**src/rtl/dut_err_monitor.sv**
```systemverilog
// Error monitor: counts data/state error pulses, timestamps them relative to arm,
// and queues per-cycle error records in a small FIFO for a downstream consumer.
module dut_err_monitor #(
    parameter int unsigned CNT_W = 16,
    parameter int unsigned TS_W  = 32,
    parameter int unsigned DEPTH = 4
) (
    input  logic              clk_i,
    input  logic              rst_ni,
    input  logic              arm_i,
    input  logic              clr_i,
    input  logic              err_data_i,
    input  logic              err_state_i,
    output logic              rec_valid_o,
    input  logic              rec_ready_i,
    output logic [TS_W-1:0]   rec_ts_o,
    output logic [1:0]        rec_type_o,
    output logic [CNT_W-1:0]  data_cnt_o,
    output logic [CNT_W-1:0]  state_cnt_o,
    output logic [TS_W-1:0]   first_ts_o,
    output logic [1:0]        state_o,
    output logic              ovf_o
);

    localparam int unsigned PTR_W = (DEPTH > 1) ? $clog2(DEPTH) : 1;
    localparam int unsigned OCC_W = $clog2(DEPTH + 1);

    typedef enum logic [1:0] {
        S_IDLE  = 2'b00,
        S_ARMED = 2'b01,
        S_FAULT = 2'b10
    } state_e;

    typedef struct packed {
        logic [TS_W-1:0] ts;
        logic [1:0]      typ;
    } rec_t;

    state_e             state_q;
    logic [TS_W-1:0]    ts_q;
    logic [TS_W-1:0]    first_ts_q;
    logic [CNT_W-1:0]   data_cnt_q;
    logic [CNT_W-1:0]   state_cnt_q;
    logic               ovf_q;
    rec_t               mem_q [DEPTH];
    logic [PTR_W-1:0]   wr_ptr_q;
    logic [PTR_W-1:0]   rd_ptr_q;
    logic [OCC_W-1:0]   occ_q;
    logic               rec_valid_q;
    rec_t               head_q;

    logic               active;
    logic               any_err;
    logic               push_req;
    logic               pop;
    logic               full;
    logic               push;
    logic               drop;
    logic [PTR_W-1:0]   rd_ptr_d;
    logic [OCC_W-1:0]   occ_d;
    logic [OCC_W-1:0]   remain;
    rec_t               new_rec;
    rec_t               head_d;

    // FIFO bookkeeping; the head register always mirrors the oldest entry
    always_comb begin
        active   = (state_q != S_IDLE);
        any_err  = err_data_i | err_state_i;
        push_req = active & any_err;
        pop      = rec_valid_q & rec_ready_i;
        full     = (occ_q == OCC_W'(DEPTH));
        push     = push_req & (~full | pop);
        drop     = push_req & full & ~pop;
        rd_ptr_d = pop ? rd_ptr_q + PTR_W'(1) : rd_ptr_q;
        occ_d    = occ_q + OCC_W'(push) - OCC_W'(pop);
        remain   = occ_q - OCC_W'(pop);
        new_rec  = '{ts: ts_q, typ: {err_state_i, err_data_i}};
        head_d   = head_q;
        if (remain != '0) begin
            head_d = mem_q[rd_ptr_d];
        end else if (push) begin
            head_d = new_rec;
        end
    end

    // Record storage needs no reset: entries are only read once written
    always_ff @(posedge clk_i) begin
        if (!clr_i && push) begin
            mem_q[wr_ptr_q] <= new_rec;
        end
    end

    always_ff @(posedge clk_i or negedge rst_ni) begin
        if (!rst_ni) begin
            state_q     <= S_IDLE;
            ts_q        <= '0;
            first_ts_q  <= '0;
            data_cnt_q  <= '0;
            state_cnt_q <= '0;
            ovf_q       <= 1'b0;
            wr_ptr_q    <= '0;
            rd_ptr_q    <= '0;
            occ_q       <= '0;
            rec_valid_q <= 1'b0;
            head_q      <= '0;
        end else if (clr_i) begin
            state_q     <= S_IDLE;
            ts_q        <= '0;
            first_ts_q  <= '0;
            data_cnt_q  <= '0;
            state_cnt_q <= '0;
            ovf_q       <= 1'b0;
            wr_ptr_q    <= '0;
            rd_ptr_q    <= '0;
            occ_q       <= '0;
            rec_valid_q <= 1'b0;
            head_q      <= '0;
        end else begin
            unique case (state_q)
                S_IDLE: begin
                    if (arm_i) begin
                        state_q <= S_ARMED;
                    end
                end
                S_ARMED: begin
                    if (any_err) begin
                        state_q    <= S_FAULT;
                        first_ts_q <= ts_q;
                    end
                end
                S_FAULT: state_q <= S_FAULT;
                default: state_q <= S_IDLE;
            endcase

            ts_q <= active ? ts_q + TS_W'(1) : '0;

            // Saturating totals, counted even when the record itself is dropped
            if (active && err_data_i && (data_cnt_q != '1)) begin
                data_cnt_q <= data_cnt_q + CNT_W'(1);
            end
            if (active && err_state_i && (state_cnt_q != '1)) begin
                state_cnt_q <= state_cnt_q + CNT_W'(1);
            end
            if (drop) begin
                ovf_q <= 1'b1;
            end

            if (push) begin
                wr_ptr_q <= wr_ptr_q + PTR_W'(1);
            end
            rd_ptr_q    <= rd_ptr_d;
            occ_q       <= occ_d;
            rec_valid_q <= (occ_d != '0);
            head_q      <= head_d;
        end
    end

    assign rec_valid_o = rec_valid_q;
    assign rec_ts_o    = head_q.ts;
    assign rec_type_o  = head_q.typ;
    assign data_cnt_o  = data_cnt_q;
    assign state_cnt_o = state_cnt_q;
    assign first_ts_o  = first_ts_q;
    assign state_o     = state_q;
    assign ovf_o       = ovf_q;

endmodule

```
**config.mk**
```make
export PLATFORM = sky130hd
export DESIGN_NAME = dut_err_monitor
export DESIGN_NICKNAME = d
export VERILOG_FILES = /design/src/rtl/dut_err_monitor.sv
export SDC_FILE = /design/constraint.sdc
export NUM_CORES = 1
export LEC_CHECK = 0
export CAP_MARGIN = 0
export CORE_ASPECT_RATIO = 1.5
export CORE_MARGIN = 1
export CORE_UTILIZATION = 50
export DETAILED_ROUTE_END_ITERATION = 12
export GPL_ROUTABILITY_DRIVEN = 0
export PLACE_DENSITY = 0.75
export SLEW_MARGIN = 10
export SYNTH_ARGS = -nofsm -noshare
export SYNTH_HDL_FRONTEND = slang
export SYNTH_SLANG_ARGS = --single-unit
```
**constraint.sdc**
```tcl
create_clock -name clk_i -period 4.3 [get_ports clk_i]
set_input_delay 0.43 -clock clk_i [delete_from_list [all_inputs] [get_ports clk_i]]
set_output_delay 0.43 -clock clk_i [all_outputs]
set_load 0.1 [all_outputs]
```
# Word level (Yosys, flattened, before mapping)
# Memory sizes are Yosys's and may differ from the RTL's.
# Cells that the tools add are included.
# word_totals
regBits	141
ramBits	136
inputBits	7
elab_cells	82
memories	1
# op_classes
add_sub_neg	8
n_eq_ne	7
muxes	26
n_bitwise	9
n_reduce_logical	19
# mem_list
name	depth	width	rd	rd_clocked_by_memory_dff	write_ports	line_no	source
mem_q	4	34	1	0	1	45	rec_t mem_q [DEPTH];
# op_table
operator	n
$mux 32	5
$mux 34	3
$mux 16	4
$add 16x1->16 const B	2
$add 32x1->32 const B	1
$ne 16x16->1 const B	2
$mux 2	7
$reduce_bool 2->1	7
$reduce_bool 3->1	3
$ne 3x3->1 const B	2
$pmux 2 s3	1
$sub 3x1->3	2
$and 1x1->1	5
$logic_and 1x1->1	5
$mux 1	5
$add 2x1->2 const B	2
$reduce_and 2->1	2
$add 3x1->3	1
$eq 3x3->1 const B	1
$mux 3	1
$eq 2x1->1 const B	1
$eq 2x2->1 const B	1
$logic_not 2->1	1
$not 1->1	2
other kinds (2)	3

# Logic depth before layout (Yosys ltp)
# depth
word_depth	8
depth_mapped	14
depth_no_buf	13

# Least setup slack after synthesis
# OpenSTA, ideal clock, no wires.
# synth_timing
kind	register to register
startpoint	register state_q[1] (netlist: state_o[1])
endpoint	register rec_valid_q (netlist: rec_valid_o)
setup_time_ps	137
t_arrival_ps	3409
required_time_ps	4163
path_slack_ps	754
path_stages_with_launch	15
synth_period_minus_slack_ps	3546
cell_sequence	dfrtp_1 inv_1 ha_1 clkbuf_1 o21ba_2 a21boi_0 inv_1 ha_1 inv_1 ha_1 inv_1 fa_1 xor2_1 xnor2_1 a31oi_1
# synth_via
elab_chain_len	7
# synth_lines
item	line_no	source
start, declared	39	state_e state_q;
start signal, assigned	95	state_q <= S_IDLE;
start signal, assigned	107	state_q <= S_IDLE;
start signal, assigned	122	state_q <= S_ARMED;
$reduce_bool 2->1	67	active = (state_q != S_IDLE);
$and 1x1->1	69	push_req = active & any_err;
$and 1x1->1	72	push = push_req & (~full | pop);
$add 3x1->3	75	occ_d = occ_q + OCC_W'(push) - OCC_W'(pop);
$sub 3x1->3	75	
$reduce_bool 3->1	153	rec_valid_q <= (occ_d != '0);
$mux 1	106	end else if (clr_i) begin
end signal, assigned	153	
end, declared	49	logic rec_valid_q;
# No other way between the ends.
# A chain may end at the register's enable or synchronous reset.

# Worst setup path after layout
# layout_timing
startpoint	register state_q[0] (netlist: state_o[0])
endpoint	register rec_valid_q (netlist: rec_valid_o)
# The elaborated chain is that of the path after synthesis.

==> run summary <==
The run finished, with violations left. The final reports fail on hold timing. Most common cell after layout, fill and taps aside: sky130_fd_sc_hd__dfrtp_1. From bottom edge to top edge, the die measures 192 um.

The initial cell density of the core was 0.509; the net switching power was 0.00302 W. The tools report the internal power as 0.00486 W. The worst setup path is captured at a flip-flop. The peak clock frequency supported by timing was 309 MHz. Counting flops and latches in the post-synthesis netlist gives 277. The max-slew headroom at the worst pin came out at 0.318.

Summed over all cells, the static leakage comes to 5.11 nW. The run gives 109 as the top-level I/O count. Once detail routing completed, the nets flagged for antenna violations numbered 0.

Type of the tightest min-delay check: input pin to async pin. Top flip-flop cell by instance count after synthesis: sky130_fd_sc_hd__dfrtp_1. Synthesis produced 945 cells. The floorplan step set the die width to 129 um. The final critical-path share of the clock period works out to 0.753. After detailed routing, the average wire length per cell comes to 20.6 um.

For the clock share of power, the log shows 0.273. The region available for standard cell placement spans 0.0237 mm2. The run gives 0.238 as the global-route usage over all layers. Clock skew on the completed layout was measured at 9.39 ps. The tools report the number of setup violations in the final report as 0. Of all nets on the critical path, the largest fanout is 12. For the worst setup path, the data arrival time is 3630 ps. The number of antenna diodes in the final layout is 0.

The clock passes through at most 3 buffers. The share of layout cells above drive strength 1 came out at 0.0810. For the post-route worst hold slack, the log shows -26.0 ps. The average cell area after synthesis works out to 12.7 um2. The run gives 1,064 as the final layout net count. The routed layout has 8,303 vias. Buffers placed on the I/O ports in this run total 108. The synthesized netlist occupies a cell area of 0.0120 mm2.

In this run the clock root is driven by a sky130_fd_sc_hd__clkbuf_16. The run gives 0 as the number of buffers inserted for hold repair after clock tree synthesis. The total power per unit cell area came out at 554 mW/mm2.

The number of failing hold endpoints at the final stage came out at 29. The total clock sinks came out at 277. The worst reg-to-reg path cell count came out at 13. The run gives 8,425 as the via count of the first global-routing pass. Setup repair after global routing left no endpoint under its margin. Detailed placement finished with a half-perimeter wire length of 17,900 um. The die covers 0.0247 mm2.

For this run, design rule violations remaining after detail routing come to 0. The detailed-router iteration count before antenna repair came out at 5. Endpoint required time on the critical path: 4690 ps. The largest net degree at the start of global routing is 84. The tools report the post-cts sizing count as 0. Max-slew violation total from the final report: 0. The cell occurring most often along the worst timing path was sky130_fd_sc_hd__inv_1.

The peak per-stage delay on the critical path is 460 ps, and the sequential fraction of the synthesis area is 0.633. For this run the aggregate overflow at the end of global routing stands at 0. Subtracting the final worst setup slack from the clock period gives 3240 ps. The number of vias per cell is 6.01. Traced cell by cell, the critical path runs through inv_1 -> ha_1 -> o21ba_2 -> a21boi_0 -> inv_1 -> ha_1 -> inv_1 -> ha_1 -> inv_1 -> fa_1 -> xor2_1 -> xnor2_1 -> a31oi_1.

The tool flagged a number of max-cap violations equal to 0. Switching portion of total power: 0.383. TritonCTS built the clock tree. The logs give 965 for the synthesized netlist net count and 28,400 um for the total length of routed wires. After clock tree synthesis, the setup repair step added 0 buffers. The layout has 1,870 filler cells. During synthesis, Yosys emitted a total of 0 warnings. The layout-stage area growth over the synthesis result was 18.3%; the number of CTS-inserted buffers was 25.

After routing, the total negative slack on setup checks comes to 0 ps. Across the VDD grid, the largest voltage drop is 0.333 mV. The largest individual stage delay along the critical path comes from the cell sky130_fd_sc_hd__a21boi_0. Number of H-tree levels: 1. For the count of distinct cell types in the synthesized netlist, the log shows 57.

In the layout the commonest cells are sky130_fd_sc_hd__dfrtp_1 (140), sky130_fd_sc_hd__edfxtp_1 (136), sky130_fd_sc_hd__clkdlybuf4s50_1 (106), sky130_fd_sc_hd__mux2i_1 (75), sky130_fd_sc_hd__nand2_1 (68). The part of the total power dissipated in sequential elements is 0.402, and the clock edge transition at the registers on the reported setup and hold paths is 70 ps. The post-route core utilization is 0.602.

The startpoint class of the critical path is a flip-flop. The run gives 520 ps as the worst-skew pair later-pin latency. The initial antenna violation count was 0; the number of enable flip-flop cells after synthesis was 136. For the pin with the worst max-slew slack, the measured transition is 1020 ps. The async set-reset flop share out of synthesis is 0.509, and the wire length of the first global-routing pass is 45,300 um. The floorplan has 69 rows. The combinational share of power is 0.325.

By startpoint and endpoint, the worst setup path is classified as flip-flop to flip-flop. The tools report the DRC violation total after the first TritonRoute iteration as 732.
## routing by layer
layer / vias to the layer above / part of all wire / track usage
li1: 3805 / - / -
met1: 4163 / 0.38 / 0.295
met2: 283 / 0.53 / 0.426
met3: 52 / 0.059 / 0.0362
met4: 0 / 0.026 / 0.0756
met5: - / 0 / 0
## critical path: cells and delay by family (launching register included)
family	cells	cell delay [ps]
adders and majority gates	4	1150
AOI/OAI and AO/OA	3	920
DFF	1	400
xor gates and xnor gates	2	370
buffers and inverters	4	270
## power by group through the flow
stage                     Sequential [W]  Combinational, W  Clock (W)
final                            0.00317           0.00256    0.00215
after global placement           0.00322           0.00251          0
after global routing             0.00319           0.00270    0.00227
after detailed placement         0.00322           0.00256          0
after CTS                        0.00318           0.00257    0.00218
after floorplan                  0.00419          0.000881          0
## Yosys cell counts (4+ instances only)
cell                       count  area (um2)
sky130_fd_sc_hd__xnor2_1      12         105
sky130_fd_sc_hd__xor2_1        4        35.0
sky130_fd_sc_hd__nor2_1       37         139
sky130_fd_sc_hd__nand3_1      14        70.1
sky130_fd_sc_hd__and3_1        5        31.3
sky130_fd_sc_hd__or4_1        20         150
sky130_fd_sc_hd__or3_1        16         100
sky130_fd_sc_hd__nor4_1        7        43.8
sky130_fd_sc_hd__o31ai_1      20         150
sky130_fd_sc_hd__ha_1         12         150
sky130_fd_sc_hd__o41ai_1       4        35.0
sky130_fd_sc_hd__a22oi_1       4        30.0
sky130_fd_sc_hd__mux2_2       10         113
sky130_fd_sc_hd__nand2b_1     34         213
sky130_fd_sc_hd__a221oi_1     63         552
sky130_fd_sc_hd__nor3_1        7        35.0
sky130_fd_sc_hd__nand2_1      68         255
sky130_fd_sc_hd__o21ai_0      46         230
sky130_fd_sc_hd__nand4_1      21         131
sky130_fd_sc_hd__a31oi_1       7        43.8
sky130_fd_sc_hd__mux2i_1      75         751
sky130_fd_sc_hd__nor2b_1      11        68.8
sky130_fd_sc_hd__buf_2        13        65.1
sky130_fd_sc_hd__and4_1       11        96.3
sky130_fd_sc_hd__dfrtp_1     141        3530
sky130_fd_sc_hd__a21oi_1      45         225
sky130_fd_sc_hd__inv_1        18        67.6
sky130_fd_sc_hd__and2_1        9        56.3
sky130_fd_sc_hd__edfxtp_1    136        4080
sky130_fd_sc_hd__clkbuf_1     40         150
## worst paths after layout
path	endpoint	slack (ps)	start
max	rec_valid_o	1060	state_o[0]
min	state_cnt_o[4]	-30	rst_ni
max reg2reg	rec_valid_o	1060	state_o[0]
min reg2reg	first_ts_o[31]	480	first_ts_o[31]
max in group asynchronous	first_ts_o[25]	3290	rst_ni
min in group clk_i	occ_q[2]	330	clr_i
## cell type report
type / instances / area [um2] / area share
Sequential cell: 277 / 7610 / 0.535
Multi-Input combinational cell: 591 / 4120 / 0.290
Timing Repair Buffer: 130 / 1240 / 0.0873
Clock buffer: 32 / 692 / 0.0486
Tap cell: 319 / 399 / 0.0280
Clock inverter: 13 / 92.6 / 0.00651
Inverter: 19 / 71.3 / 0.00501
## flip-flops by register name, summed over array words and instances (netlist names), 3 cells and up
register     count
occ_q            3
first_ts_o      32
rec_ts_o        32
ts_q            32
mem_q          136
state_cnt_o     16
data_cnt_o      16
## stage by stage
stage	setup slack (ps)	power, W	instances	hold WS (ps)	cell area (um2)
floorplan	754	0.00507	945	134	12000
global placement	857	0.00573	1336	463	13400
detailed placement	713	0.00579	1336	470	13400
CTS	1050	0.00792	1381	13.5	14200
global route	873	0.00817	1381	52.3	14200
finish	1060	0.00788	1381	-26.0	14200
## logic make-up (layout without fill, tap and decap cells)
| logic type | after synthesis | count (layout) | share of synthesized area |
|---|---|---|---|
| adder cells (fa/ha/maj) | 13 | 13 | 0.0141 |
| AND/OR/NAND/NOR | 273 | 273 | 0.125 |
| AO/OA/AOI/OAI | 203 | 203 | 0.116 |
| multiplexers | 85 | 85 | 0.0718 |
| flip-flops | 277 | 277 | 0.633 |
| buffers and inverters | 77 | 194 | 0.0271 |
| XOR/XNOR | 17 | 17 | 0.0130 |
(Power assumes the default switching activity.)
